$ cat config.mk
export PLATFORM = sky130hd
export DESIGN_NAME = byte_serial_tx
export DESIGN_NICKNAME = d
export VERILOG_FILES = /design/src/rtl/byte_serial_tx.sv
export SDC_FILE = /design/constraint.sdc
export NUM_CORES = 1
export LEC_CHECK = 0
export CAP_MARGIN = 20
export CORE_UTILIZATION = 43
export CTS_CLUSTER_DIAMETER = 120
export DETAILED_ROUTE_END_ITERATION = 6
export GPL_TIMING_DRIVEN = 0
export PLACE_DENSITY = 0.79
export SLEW_MARGIN = 20
export SYNTH_ARGS = -nofsm -noshare
export SYNTH_HDL_FRONTEND = slang
export SYNTH_SLANG_ARGS = --single-unit
$ cat constraint.sdc
create_clock -name clk -period 3.7 [get_ports clk]
set_input_delay 0.37 -clock clk [delete_from_list [all_inputs] [get_ports clk]]
set_output_delay 0.37 -clock clk [all_outputs]
set_load 0.02 [all_outputs]
$ cat src/rtl/byte_serial_tx.sv
// byte_serial_tx
//   Parallel-to-serial word transmitter. A word is taken over a load
//   valid/ready handshake and sent out one bit per accepted beat,
//   MSB-first (dir=0) or LSB-first (dir=1). Sends into the serial-in
//   (SL/SR) of the downstream shifter.
//
// Ports
//   clk, rst_n        clock, async active-low reset
//   din, dir          parallel word and bit order, sampled on load handshake
//   load_valid/ready  load handshake (ready only while idle)
//   sout, sout_valid  serial bit and its qualifier
//   sout_ready        downstream accepts sout this cycle
//   sout_last         current beat is the final bit of the word
//   done              one-cycle pulse after the final beat is accepted
//   busy              word in flight (same as sout_valid)
//
// All outputs decode from flops only; sout_ready and load_valid have no
// combinational path to any output.
module byte_serial_tx #(
  parameter int WIDTH = 8
) (
  input  logic             clk,
  input  logic             rst_n,
  input  logic [WIDTH-1:0] din,
  input  logic             dir,
  input  logic             load_valid,
  output logic             load_ready,
  output logic             sout,
  output logic             sout_valid,
  input  logic             sout_ready,
  output logic             sout_last,
  output logic             done,
  output logic             busy
);

  localparam int CW = $clog2(WIDTH);

  typedef enum logic {IDLE, SHIFT} state_t;

  state_t           state;
  logic [WIDTH-1:0] sreg;
  logic             ord;   // latched bit order for the word in flight
  logic [CW-1:0]    cnt;   // beats remaining after the current one

  always_ff @(posedge clk or negedge rst_n) begin
    if (!rst_n) begin
      state <= IDLE;
      sreg  <= '0;
      ord   <= 1'b0;
      cnt   <= '0;
      done  <= 1'b0;
    end else begin
      done <= 1'b0;
      case (state)
        IDLE: begin
          if (load_valid) begin
            sreg  <= din;
            ord   <= dir;
            cnt   <= CW'(WIDTH - 1);
            state <= SHIFT;
          end
        end
        SHIFT: begin
          if (sout_ready) begin
            if (cnt != '0) begin
              // Move the next bit toward the emitted end, zero-fill.
              if (ord) sreg <= {1'b0, sreg[WIDTH-1:1]};
              else     sreg <= {sreg[WIDTH-2:0], 1'b0};
              cnt <= cnt - CW'(1);
            end else begin
              // Last beat: leave sreg/cnt alone, they are masked in IDLE.
              state <= IDLE;
              done  <= 1'b1;
            end
          end
        end
        default: state <= IDLE;
      endcase
    end
  end

  assign load_ready = (state == IDLE);
  assign sout_valid = (state == SHIFT);
  assign busy       = sout_valid;
  // Masked by state so stale sreg/cnt never leak while idle.
  assign sout       = sout_valid & (ord ? sreg[0] : sreg[WIDTH-1]);
  assign sout_last  = sout_valid & (cnt == '0);

endmodule

# After elaboration in Yosys (flattened, before gate mapping)
# Cells that the tools add are included.
[totals] reg_bits=14 output_inout_bits=6 elab_cells=33
[classes] n_reduce_logical=4 bitwise_logic=3 n_eq_ne=3 add_sub_neg=1 muxes=17
[ops] operator="$mux W8" count=4
[ops] operator="$pmux W8 S2" count=1
[ops] operator="$mux W3" count=3
[ops] operator="$mux W1" count=7
[ops] operator="$pmux W3 S2" count=1
[ops] operator="$ne A2 B2 Y1 const B" count=2
[ops] operator="$logic_not A3 Y1" count=1
[ops] operator="$reduce_and A3 Y1" count=1
[ops] operator="$reduce_bool A3 Y1" count=1
[ops] operator="$sub A3 B1 Y3 const B" count=1
[ops] operator="$and A1 B1 Y1" count=2
[ops] operator="$ne A2 B1 Y1 const B" count=1
[ops] operator="$pmux W1 S2" count=1
[ops] operator="$reduce_and A2 Y1" count=1
[ops] operator="$not A1 Y1" count=1

# Longest topological paths before layout
# Gate-level depths: netlist of run 1.
[depth] depth_word=4 depth_mapped=6 ltp_nobuf=5

# Least setup slack after synthesis of run 1
# OpenSTA, ideal clock, no wires.
[synth_path] path_type="register -> register" from="register state (netlist: busy)" to="register cnt[1]" stages_incl_launch_ff=7 setup_slack_ps=2176 t_arrival_ps=1399 setup_time_ps=125 cell_sequence="dfrtp_1 buf_4 nor2b_2 buf_6 a31o_1 buf_6 mux2_4"
[synth_between] elab_chain_len=3 word_cells_on_any_way=6
[synth_rtl] item="start, declared" line="40" text="state_t state;"
[synth_rtl] item="start signal, assigned" line="47" text="state <= IDLE;"
[synth_rtl] item="start signal, assigned" line="60" text="state <= SHIFT;"
[synth_rtl] item="start signal, assigned" line="72" text="state <= IDLE;"
[synth_rtl] item="$not A1 Y1 (no line)"
[synth_rtl] item="$ne A2 B2 Y1 (no line)"
[synth_rtl] item="$reduce_and A3 Y1 (no line)"
[synth_rtl] item="end signal, assigned" line="59" text="cnt <= CW'(WIDTH - 1);"
[synth_rtl] item="end signal, assigned" line="69" text="cnt <= cnt - CW'(1);"
[synth_rtl] item="end, declared" line="43" text="logic [CW-1:0] cnt;"
# Several ways; a longest one is shown, not always the timed one.
# A chain may end at the register's enable or synchronous reset.

# Worst setup path after layout of run 1
[layout_path] from="register state (netlist: busy)" to="output sout_last"
[layout_between] elab_chain_len=1
[layout_rtl] item="$and A1 B1 Y1" line="87" text="assign sout_last = sout_valid & (cnt == '0);"
[layout_rtl] item="end, declared" line="31" text="output logic sout_last,"
# No other way between the ends.

==> out/metrics.csv, run 1 <==
stage,metric,value,unit
synth,synth_seq_area_share,45.0,%
global_routing,grt_pass1_wl,2350,um
cts,hold_buffers,0,
place,place_congestion,0.732,
worst_hold_path,holdCritPathClass,in -> async,
drt,wl_per_cell,12.1,um
floorplan,dieArea,0.00198,sq mm
sta,hold_viol,0,
synth,yosys.cell_types.count,23,
power_and_ir_drop,leakage,0.461,nW
synth,synth_top_area_share,45.0,%
cts,clock_sinks,14,
synth,synth_area_per_cell,10.7,sq um
finish,antenna_cells,0,
cts,clock_latency,0.27,ns
power_and_ir_drop,peakVddDrop,0.394,mV
setup_path,worstSetupStartpoint,busy,
setup_path,crit_type,reg -> out,
cts,post_cts_buffers,0,
synth,yosys_warnings,0,
floorplan,ioPinCount,19,
floorplan,core-area,0.00171,sq mm
finish,nFillCells,161,
sta,fin_setup_tns,0,ns
floorplan,rows,15,
drt,antenna_left,0,
drt,wl,1440,um
setup_path,reg2reg_to,cnt[1],
synth,synth_edf_count,0,
cts,clk_pin_slew,0.08,ns
synth,synth_most_common_cell,dfrtp_1,
drt,drc,0,
cts,clk_path_buf_depth,2,
synth,synth_nets,88,
sta,fin_crit_sh,56.6,%
cts,cts_tree,built,
place,dp_hpwl,1050,um
drt,dr.pass1.iters,4,
synth,synth_top_cells_by_area,"dfrtp_1, mux2i_1, o221ai_1",
setup_path,ff2ff_setup_slack,2.15,ns
setup_path,r2r_cells,6,
cts,cts_resized,0,
sta,rsz0062_at_grt,false,
sta,clock_skew,0.00455,ns
synth,synth_cells,73,
place,portBuffers,18,
floorplan,start_util,45.6,%
setup_path,r2r-start,cnt[0],
synth,ys_ff_latch,14,
setup_path,critPathLaunchType,register,
sta,maxSlewViolCount,0,
finish,area_growth,30.1,%
finish,drive_gt1_share,14.9,%
sta,fmax,0.478,GHz
synth,synth_area_leader_cell,dfrtp_1,
global_routing,grt_max_degree,15,
global_routing,antenna_found_initial,0,
drt,via_per_inst,4.77,
global_routing,grt_pass1_vias,513,
floorplan,die_y,44.5,um
synth,ys.flop_type,dfrtp_1,
floorplan,die_w,44.5,um
sta,setup_viol,0,
drt,drt_iter0_markers,13,
sta,maxSlewHeadroom,58.3,%
setup_path,worst_setup_path_end_kind,output pin,
sta,final.min_clock_period,2.09,ns
synth,async_flop_share,100,%
setup_path,worstPathRequired,3.33,ns
drt,num_vias,568,
cts,htree_levels,1,
finish,fin_nets,111,
global_routing,grt_usage,16.9,%
power_and_ir_drop,power.density,737,mW/mm^2
flow_run,max_cap_violations,0,
outcome,status,"complete, no violations",
synth,synth_top_cells_by_count,"dfrtp_1, inv_1, nand2_1, mux2i_1, o221ai_1",
sta,worst_pin_slew,0.624,ns
setup_path,arrival,1.72,ns
synth,syn_area,778,sq um
cts,root_buffer,clkbuf_4,
power_and_ir_drop,finalPower,0.746,mW
setup_path,crit_path_max_fanout,10,
cts,cts_buffers,3,
global_routing,overflow,0,
-- layout by cell type (no fill, tap or decap) --
cell type,synthesis,final
nor2b_1,1,1
mux2_2,2,2
inv_1,9,9
and3_1,1,1
nand2b_1,2,2
buf_6,2,2
and2_1,1,1
clkbuf_4,0,3
a31o_1,1,1
mux2i_1,7,7
a2bb2oi_1,1,1
buf_2,1,1
nand3_1,1,1
clkdlybuf4s50_1,0,18
nor2_1,4,4
o41ai_1,1,1
o221ai_1,6,6
nand2_1,9,9
ha_1,2,2
mux2_4,3,3
o2bb2ai_1,1,1
buf_4,2,2
dfrtp_1,14,14
nor2b_2,1,1
o31ai_1,1,1
-- where the power goes --
part / internal, mW / total (mW) / switching, mW / leakage [nW]
Clock: 0.0377 / 0.0846 / 0.0469 / 0.0138
Combinational: 0.214 / 0.404 / 0.191 / 0.273
Sequential: 0.217 / 0.257 / 0.0404 / 0.175
-- logic make-up after synthesis --
family,synth area share (%)
mux,17.7
flops,45.0
buf+inv,9.81
fa+ha+maj,3.21
simple gates,12.1
compound gates,12.2
-- cell type report --
type | count | area (sq um) | area share (%)
inverters | 9 | 33.8 | 3.34
repair buffers | 18 | 180 | 17.8
clock buffers | 3 | 22.5 | 2.22
flip-flops and latches | 14 | 350 | 34.6
plain buffers | 5 | 42.5 | 4.20
well taps | 25 | 31.3 | 3.09
multi-input cells | 45 | 352 | 34.7
-- sequential cells by signal, summed over array words and instances, names as in the netlist --
name	flops
ord	1
busy	1
cnt	3
done	1
sreg	8
-- worst max-delay path by stage --
stage	slack, ns	endpoint	depth (start not counted)
after detailed placement	1.84	cnt[1]	6
after global routing	1.48	sout_last	4
after floorplan	2.18	cnt[1]	6
after global placement	1.84	cnt[1]	6
after CTS	1.59	sout_last	4
final	1.61	sout_last	4
-- stage by stage --
stage	cell area [sq um]	hold slack, ns	cells	setup WS [ns]	util [%]
after detailed placement	990	0.496	116	1.84	57.9
after global placement	990	0.493	116	1.84	57.9
after floorplan	778	0.0744	73	2.18	-
final	1010	0.478	119	1.61	59.3
after CTS	1010	0.506	119	1.59	59.3
after global routing	1010	0.513	119	1.48	59.3
-- layer usage --
metal	GRT usage [%]	share of wire [%]	vias to the layer above
li1	-	-	295
met1	24.1	51	263
met2	23.8	46	8
met3	4.90	2.5	2
met4	7.27	0.84	0
met5	0	0	-
-- worst max-delay path, stage by stage, from the launching register on --
cell and delay [ns]:
dfrtp_1 0.38, buf_4 0.18, nor2b_1 0.16, and2_1 0.13
clkdlybuf4s50_1 0.59
Power figures use the tool's default switching activity.
==> run 2: changes to the inputs <==
==> constraint.sdc (replaced) <==
create_clock -name clk -period 2.05 [get_ports clk]
set_input_delay 0.205 -clock clk [delete_from_list [all_inputs] [get_ports clk]]
set_output_delay 0.205 -clock clk [all_outputs]
set_load 0.02 [all_outputs]
==> run 2 against run 1 <==
- count of clock-buffer cells in the layout stayed put
- worst setup slack got worse by 1.4 ns
- combinational power up 80%
- non-clock buffer count unchanged
- die area unchanged
- utilization rose by 0.15 points
- final area is 0.25% higher
- sequential power is 81% higher
- register-to-register slack lost 1.7 ns
- critical endpoint is now sout
- highest routed layer unchanged
==> out/metrics.csv, run 2 (same netlist as run 1, synthesis figures left out) <==
stage,metric,value,unit,change
sta,fmax,0.531,GHz,
place,dp_cells,116,,unchanged
place,dpl_cell_area,990,sq um,unchanged
cts,hold_buffers,0,,unchanged
sta,worst_slack,0.167,ns,-1.44 ns
floorplan,die_y,44.5,um,unchanged
setup_path,arrival,1.68,ns,-0.04 ns
finish,reg_top3,"sreg: 8 flops, cnt: 3 flops",,
drt,drc,0,,unchanged
sta,rsz0062_at_grt,false,,
setup_path,worstPathRequired,1.85,ns,-1.48 ns
cts,root_buffer,clkbuf_4,,
sta,maxSlewViolCount,0,,unchanged
finish,postLayoutCellArea,0.00101,sq mm,+0.25%
sta,final.min_clock_period,1.88,ns,
sta,fin_setup_tns,0,ns,unchanged
sta,maxSlewHeadroom,58.3,%,unchanged
setup_path,r2r_cells,6,,unchanged
finish,multiInputGateArea,352,sq um,unchanged
finish,fin_cells,119,,unchanged
finish,fin_nets,111,,unchanged
cts,cts_resized,0,,unchanged
cts,clk_pin_slew,0.08,ns,about the same
floorplan,die_w,44.5,um,unchanged
finish,area_growth,30.4,%,
floorplan,rows,15,,unchanged
cts,clock_sinks,14,,unchanged
cts,cts_tree,built,,
place,post-place-ws,0.354,ns,-1.48 ns
finish,final_cell_mix,"clkdlybuf4s50_1, dfrtp_1, inv_1, nand2_1, mux2i_1",,
global_routing,grt_pass1_wl,2350,um,unchanged
setup_path,r2r-start,cnt[0],,
setup_path,ff2ff_setup_slack,0.50,ns,-1.65 ns
drt,num_vias,568,,unchanged
place,place_congestion,0.732,,unchanged
sta,hold_viol,0,,unchanged
setup_path,reg2reg_to,cnt[1],,
power_and_ir_drop,p_seq_share,34.5,%,about the same
finish,postLayoutCoreUtil,59.4,%,+0.15 points
power_and_ir_drop,peakVddDrop,0.711,mV,+80%
finish,drive_gt1_share,14.9,%,unchanged
worst_hold_path,holdCritPathClass,in -> async,,
drt,via_per_inst,4.77,,unchanged
sta,setup_viol,0,,unchanged
finish,final_common_cell,clkdlybuf4s50_1,,
drt,dr.pass1.iters,4,,unchanged
drt,antenna_left,0,,unchanged
global_routing,antenna_found_initial,0,,unchanged
setup_path,critPathLaunchType,register,,
sta,worst_pin_slew,0.624,ns,unchanged
floorplan,core-area,0.00171,sq mm,unchanged
finish,regMostFlops,sreg,,
setup_path,worst_setup_path_end_kind,output pin,,
setup_path,crit_path_max_fanout,10,,unchanged
power_and_ir_drop,p_comb_share,54.1,%,about the same
finish,regArea,350,sq um,unchanged
outcome,status,"complete, no violations",,
cts,htree_levels,1,,unchanged
power_and_ir_drop,p_int,0.843,mW,+80%
drt,drt_iter0_markers,13,,unchanged
floorplan,ioPinCount,19,,unchanged
cts,clk_path_buf_depth,2,,unchanged
finish,antenna_cells,0,,unchanged
global_routing,grt_max_degree,15,,unchanged
place,portBuffers,18,,unchanged
sta,clock_skew,0.00455,ns,unchanged
cts,post_cts_buffers,0,,unchanged
sta,whs,0.313,ns,-0.165 ns
place,dp_hpwl,1050,um,unchanged
power_and_ir_drop,leakage,0.478,nW,+3.7%
sta,fin_crit_sh,91.9,%,
cts,cts_buffers,3,,unchanged
flow_run,max_cap_violations,0,,unchanged
power_and_ir_drop,swShare,37.3,%,about the same
power_and_ir_drop,p_switching,0.501,mW,+80%
floorplan,dieArea,0.00198,sq mm,unchanged
power_and_ir_drop,finalPower,1.34,mW,+80%
global_routing,grt_usage,16.9,%,unchanged
cts,clock_latency,0.27,ns,about the same
finish,nFillCells,161,,unchanged
drt,wl,1440,um,+0.14%
finish,largest_reg_flops,8,,unchanged
floorplan,start_util,45.6,%,unchanged
drt,wl_per_cell,12.1,um,+0.14%
power_and_ir_drop,power.density,1320,mW/mm^2,+80%
global_routing,grt_pass1_vias,513,,unchanged
setup_path,crit_type,reg -> out,,
global_routing,overflow,0,,unchanged
power_and_ir_drop,pwr-share-clk,11.4,%,about the same
-- run 2: layout make-up --
class	count	share of cell area (%)
Buffer	5	4.19
Timing Repair Buffer	18	18.0
Tap cell	25	3.08
Sequential cell	14	34.5
Inverter	9	3.33
Multi-Input combinational cell	45	34.6
Clock buffer	3	2.22
-- run 2: worst max-delay path by stage --
stage          slack [ns]  startpoint         to
4_1_cts              0.11        busy  sout_last
5_1_grt              0.08         ord       sout
3_3_place_gp         0.35  load_valid     cnt[1]
6_report             0.17         ord       sout
2_1_floorplan        0.53        busy     cnt[1]
3_5_place_dp         0.35  load_valid     cnt[1]
-- run 2: worst max-delay path: stages, from the launching register on --
cell,delay [ns]
dfrtp_1,0.36
buf_2,0.20
mux2i_1,0.14
nor2_1,0.09
clkdlybuf4s50_1,0.60
-- run 2: power by group through the flow --
stage	clock, mW	sequential, mW	combinational [mW]
final	0.153	0.464	0.728
after floorplan	0	0.462	0.531
after detailed placement	0	0.469	0.731
after CTS	0.157	0.462	0.734
after global routing	0.171	0.477	0.803
after global placement	0	0.463	0.714
-- run 2: routing by layer --
| metal | up-vias | routed length, um | GRT usage (%) |
|---|---|---|---|
| met4 | 0 | 12 | 7.27 |
| met3 | 2 | 36 | 4.90 |
| li1 | 295 | - | - |
| met1 | 263 | 729 | 24.1 |
| met2 | 8 | 660 | 23.8 |
| met5 | - | 0 | 0 |
==> run 3: changes to the inputs <==
--- a/config.mk
+++ b/config.mk
@@ -5,12 +5,14 @@
 export SDC_FILE = /design/constraint.sdc
 export NUM_CORES = 1
 export LEC_CHECK = 0
+export ABC_AREA = 1
 export CAP_MARGIN = 20
 export CORE_UTILIZATION = 43
 export CTS_CLUSTER_DIAMETER = 120
 export DETAILED_ROUTE_END_ITERATION = 6
 export GPL_TIMING_DRIVEN = 0
-export PLACE_DENSITY = 0.79
+export PLACE_DENSITY = 0.78
+export SKIP_CTS_REPAIR_TIMING = 1
 export SLEW_MARGIN = 20
 export SYNTH_ARGS = -nofsm -noshare
 export SYNTH_HDL_FRONTEND = slang
==> run 3 against run 2 <==
- hold slack worse by 0.0095 ns
- combinational power up 28%
- final cell count up 39%
- highest routed layer unchanged
- largest power group unchanged
- critical endpoint unchanged
- count of clock-buffer cells in the layout up 1
- final area increased by 7.6%
- clock skew is 0.0029 ns higher
- worst setup slack lost 0.071 ns
- die area up 7.7%
==> out/metrics.csv, run 3 <==
stage,metric,value,unit,change
cts,root_buffer,clkbuf_4,,
power_and_ir_drop,leakage,0.590,nW,+23%
floorplan,die_w,46.2,um,+3.8%
place,dp_cells,161,,+39%
finish,final_cell_mix,"nand2_1, nand3_1, clkdlybuf4s50_1",,
drt,via_per_inst,4.95,,+3.6%
cts,clock_latency,0.29,ns,+0.02 ns
cts,clk_pin_slew,0.09,ns,about the same
synth,synth_most_common_cell,nand2_1,,
synth,synth-xor-area-share,0,%,unchanged
setup_path,crit_family,buffers and inverters,,
cts,cts_tree,built,,
synth,synth_area_per_cell,7.13,sq um,-33%
floorplan,core-area,0.00178,sq mm,+4.4%
place,dp_hpwl,1300,um,+25%
setup_path,critPathLaunchType,register,,
synth,ys_ff_latch,14,,unchanged
global_routing,antenna_found_initial,0,,unchanged
finish,regMostFlops,sreg,,
synth,synth_nets,133,,+51%
synth,synth_top_cells_by_count,"nand2_1, nand3_1, dfrtp_1, inv_1, nor2_1",,
drt,num_vias,816,,+44%
global_routing,grt_pass1_vias,656,,+28%
setup_path,path_cells,buf_6 > buf_6 > nand3_1 > nand2_1 > clkdlybuf4s50_1,,
setup_path,arrival,1.75,ns,+0.07 ns
setup_path,cp_num_buf_inv,3,,+1
place,portBuffers,18,,unchanged
outcome,status,"complete, no violations",,
synth,synth_area_leader_cell,dfrtp_1,,
floorplan,start_util,47.2,%,+1.6 points
setup_path,worstPathRequired,1.85,ns,about the same
sta,maxSlewHeadroom,57.6,%,-0.66 points
place,place_congestion,0.861,,+18%
floorplan,rows,15,,unchanged
synth,synth_cells,118,,+62%
finish,fin_nets,156,,+41%
cts,htree_levels,1,,unchanged
sta,fin_crit_sh,95.3,%,+3.5 points
power_and_ir_drop,peakVddDrop,0.806,mV,+13%
setup_path,cpMaxStageDelayCell,clkdlybuf4s50_1,,
synth,syn_area,841,sq um,+8.0%
setup_path,cpMostUsedCell,buf_6,,
finish,antenna_cells,0,,unchanged
flow_run,max_cap_violations,0,,unchanged
finish,reg_top3,"sreg: 8 flops, cnt: 3 flops",,
drt,dr.pass1.iters,5,,+1
synth,synth_fa_ha_area_share,2.98,%,-0.24 points
synth,synth_top_area_share,41.7,%,-3.3 points
cts,cts_buffers,3,,unchanged
sta,worst_pin_slew,0.634,ns,+0.00986 ns
setup_path,worst_setup_path_end_kind,output pin,,
finish,drive_gt1_share,10.7,%,-4.2 points
synth,async_flop_share,100,%,unchanged
worst_hold_path,holdCritPathClass,in -> async,,
floorplan,die_y,46.2,um,+3.8%
synth,synthSimpleGateAreaFrac,44.8,%,+33 points
finish,nFillCells,156,,-3.1%
synth,synth_compound_area_share,0.595,%,-12 points
drt,wl,1830,um,+28%
global_routing,grt_usage,18.7,%,+1.8 points
setup_path,slowest_delay,0.60,ns,about the same
sta,worst_slack,0.0956,ns,-0.0710 ns
synth,yosys.cell_types.count,13,,-43%
setup_path,crit_type,reg -> out,,
synth,ys.flop_type,dfrtp_1,,
drt,drt_iter0_markers,28,,+15
synth,synth_top_family_by_area,simple AND/OR/NAND/NOR gates,,
place,post-place-ws,0.299,ns,-0.0551 ns
global_routing,overflow,0,,unchanged
finish,fin_cells,165,,+39%
synth,synth_edf_count,0,,unchanged
finish,largest_reg_flops,8,,unchanged
synth,synth_mux_area_share,0,%,-18 points
global_routing,grt_pass1_wl,2730,um,+16%
finish,final_common_cell,nand2_1,,
sta,hold_viol,0,,unchanged
sta,setup_viol,0,,unchanged
drt,wl_per_cell,11.1,um,-8.0%
floorplan,dieArea,0.00214,sq mm,+7.7%
cts,clock_sinks,14,,unchanged
drt,antenna_left,0,,unchanged
global_routing,grt_max_degree,15,,unchanged
power_and_ir_drop,power.density,1480,mW/mm^2,+12%
finish,area_growth,29.9,%,
synth,yosys_warnings,0,,unchanged
setup_path,crit_path_max_fanout,10,,unchanged
sta,clock_skew,0.00740,ns,+0.00285 ns
synth,synth_top_cells_by_area,"dfrtp_1, nand2_1, nand3_1",,
floorplan,ioPinCount,19,,unchanged
drt,drc,0,,unchanged
sta,rsz0062_at_grt,false,,
sta,fmax,0.512,GHz,-3.6%
sta,maxSlewViolCount,0,,unchanged
cts,clk_path_buf_depth,2,,unchanged
sta,final.min_clock_period,1.95,ns,+0.0710 ns
synth,synth_seq_area_share,41.7,%,-3.3 points
-- run 3: changes by cell type after synthesis, moves of 2 or more --
cell	before	now
nand2_1	9	50
nand3_1	1	25
mux2i_1	7	0
o221ai_1	6	0
nor2_1	4	8
mux2_4	3	0
mux2_2	2	0
nand2_2	0	2
nand2b_1	2	0
-- run 3: per-stage QoR --
stage | power [mW] | instance area, sq um | utilization, % | hold slack (ns) | TNS, ns
global route | 1.75 | 1090 | 61.3 | 0.364 | 0
finish | 1.61 | 1090 | 61.3 | 0.303 | 0
CTS | 1.62 | 1090 | 61.1 | 0.328 | -0.0145
global placement | 1.39 | 1050 | 59.0 | 0.454 | 0
floorplan | 1.14 | 841 | - | -0.0906 | 0
detailed placement | 1.41 | 1050 | 59.0 | 0.459 | 0
-- run 3: logic make-up after synthesis --
group | Yosys count
AO/OA/AOI/OAI | 1
adder cells (fa/ha/maj) | 2
buffers and inverters | 14
flip-flops | 14
AND/OR/NAND/NOR | 87
-- run 3: routing by layer --
metal	track usage, %	part of all wire [%]	vias up
li1	-	-	414
met1	24.8	47	372
met2	28.2	46	25
met3	4.71	5.3	5
met4	8.82	1.9	0
met5	0	0	-
-- run 3: path summary, 6_finish.rpt --
kind	slack [ns]	from	cells after the start	endpoint
setup / recovery	0.1	busy	5	sout
max in group asynchronous	1.30	rst_n	1	busy
hold reg to reg	0.48	cnt[1]	2	cnt[1]
min in group clk	0.48	cnt[1]	2	cnt[1]
setup reg to reg	0.73	cnt[0]	7	cnt[0]
hold / removal	0.30	rst_n	1	sreg[7]
-- run 3: worst register-to-register path: cells and delay by family, from the launching register on --
family	cells	cell delay [ns]
adder cells (fa/ha/maj)	1	0.20
AND/OR/NAND/NOR	4	0.41
buffers and inverters	2	0.23
flip-flops	1	0.37
-- run 3: layout make-up --
class,count,area (sq um),area share (%)
Multi-Input combinational cell,90,407,37.2
Buffer,6,53.8,4.93
Clock buffer,4,36.3,3.32
Sequential cell,14,352,32.2
Timing Repair Buffer,18,183,16.7
Tap cell,25,31.3,2.86
Inverter,8,30.0,2.75
-- run 3: power by group --
group          leakage, nW  switching (mW)  internal, mW
combinational        0.394           0.543         0.392
clock               0.0210          0.0961         0.108
sequential           0.175          0.0847         0.391
total                0.590           0.724         0.891
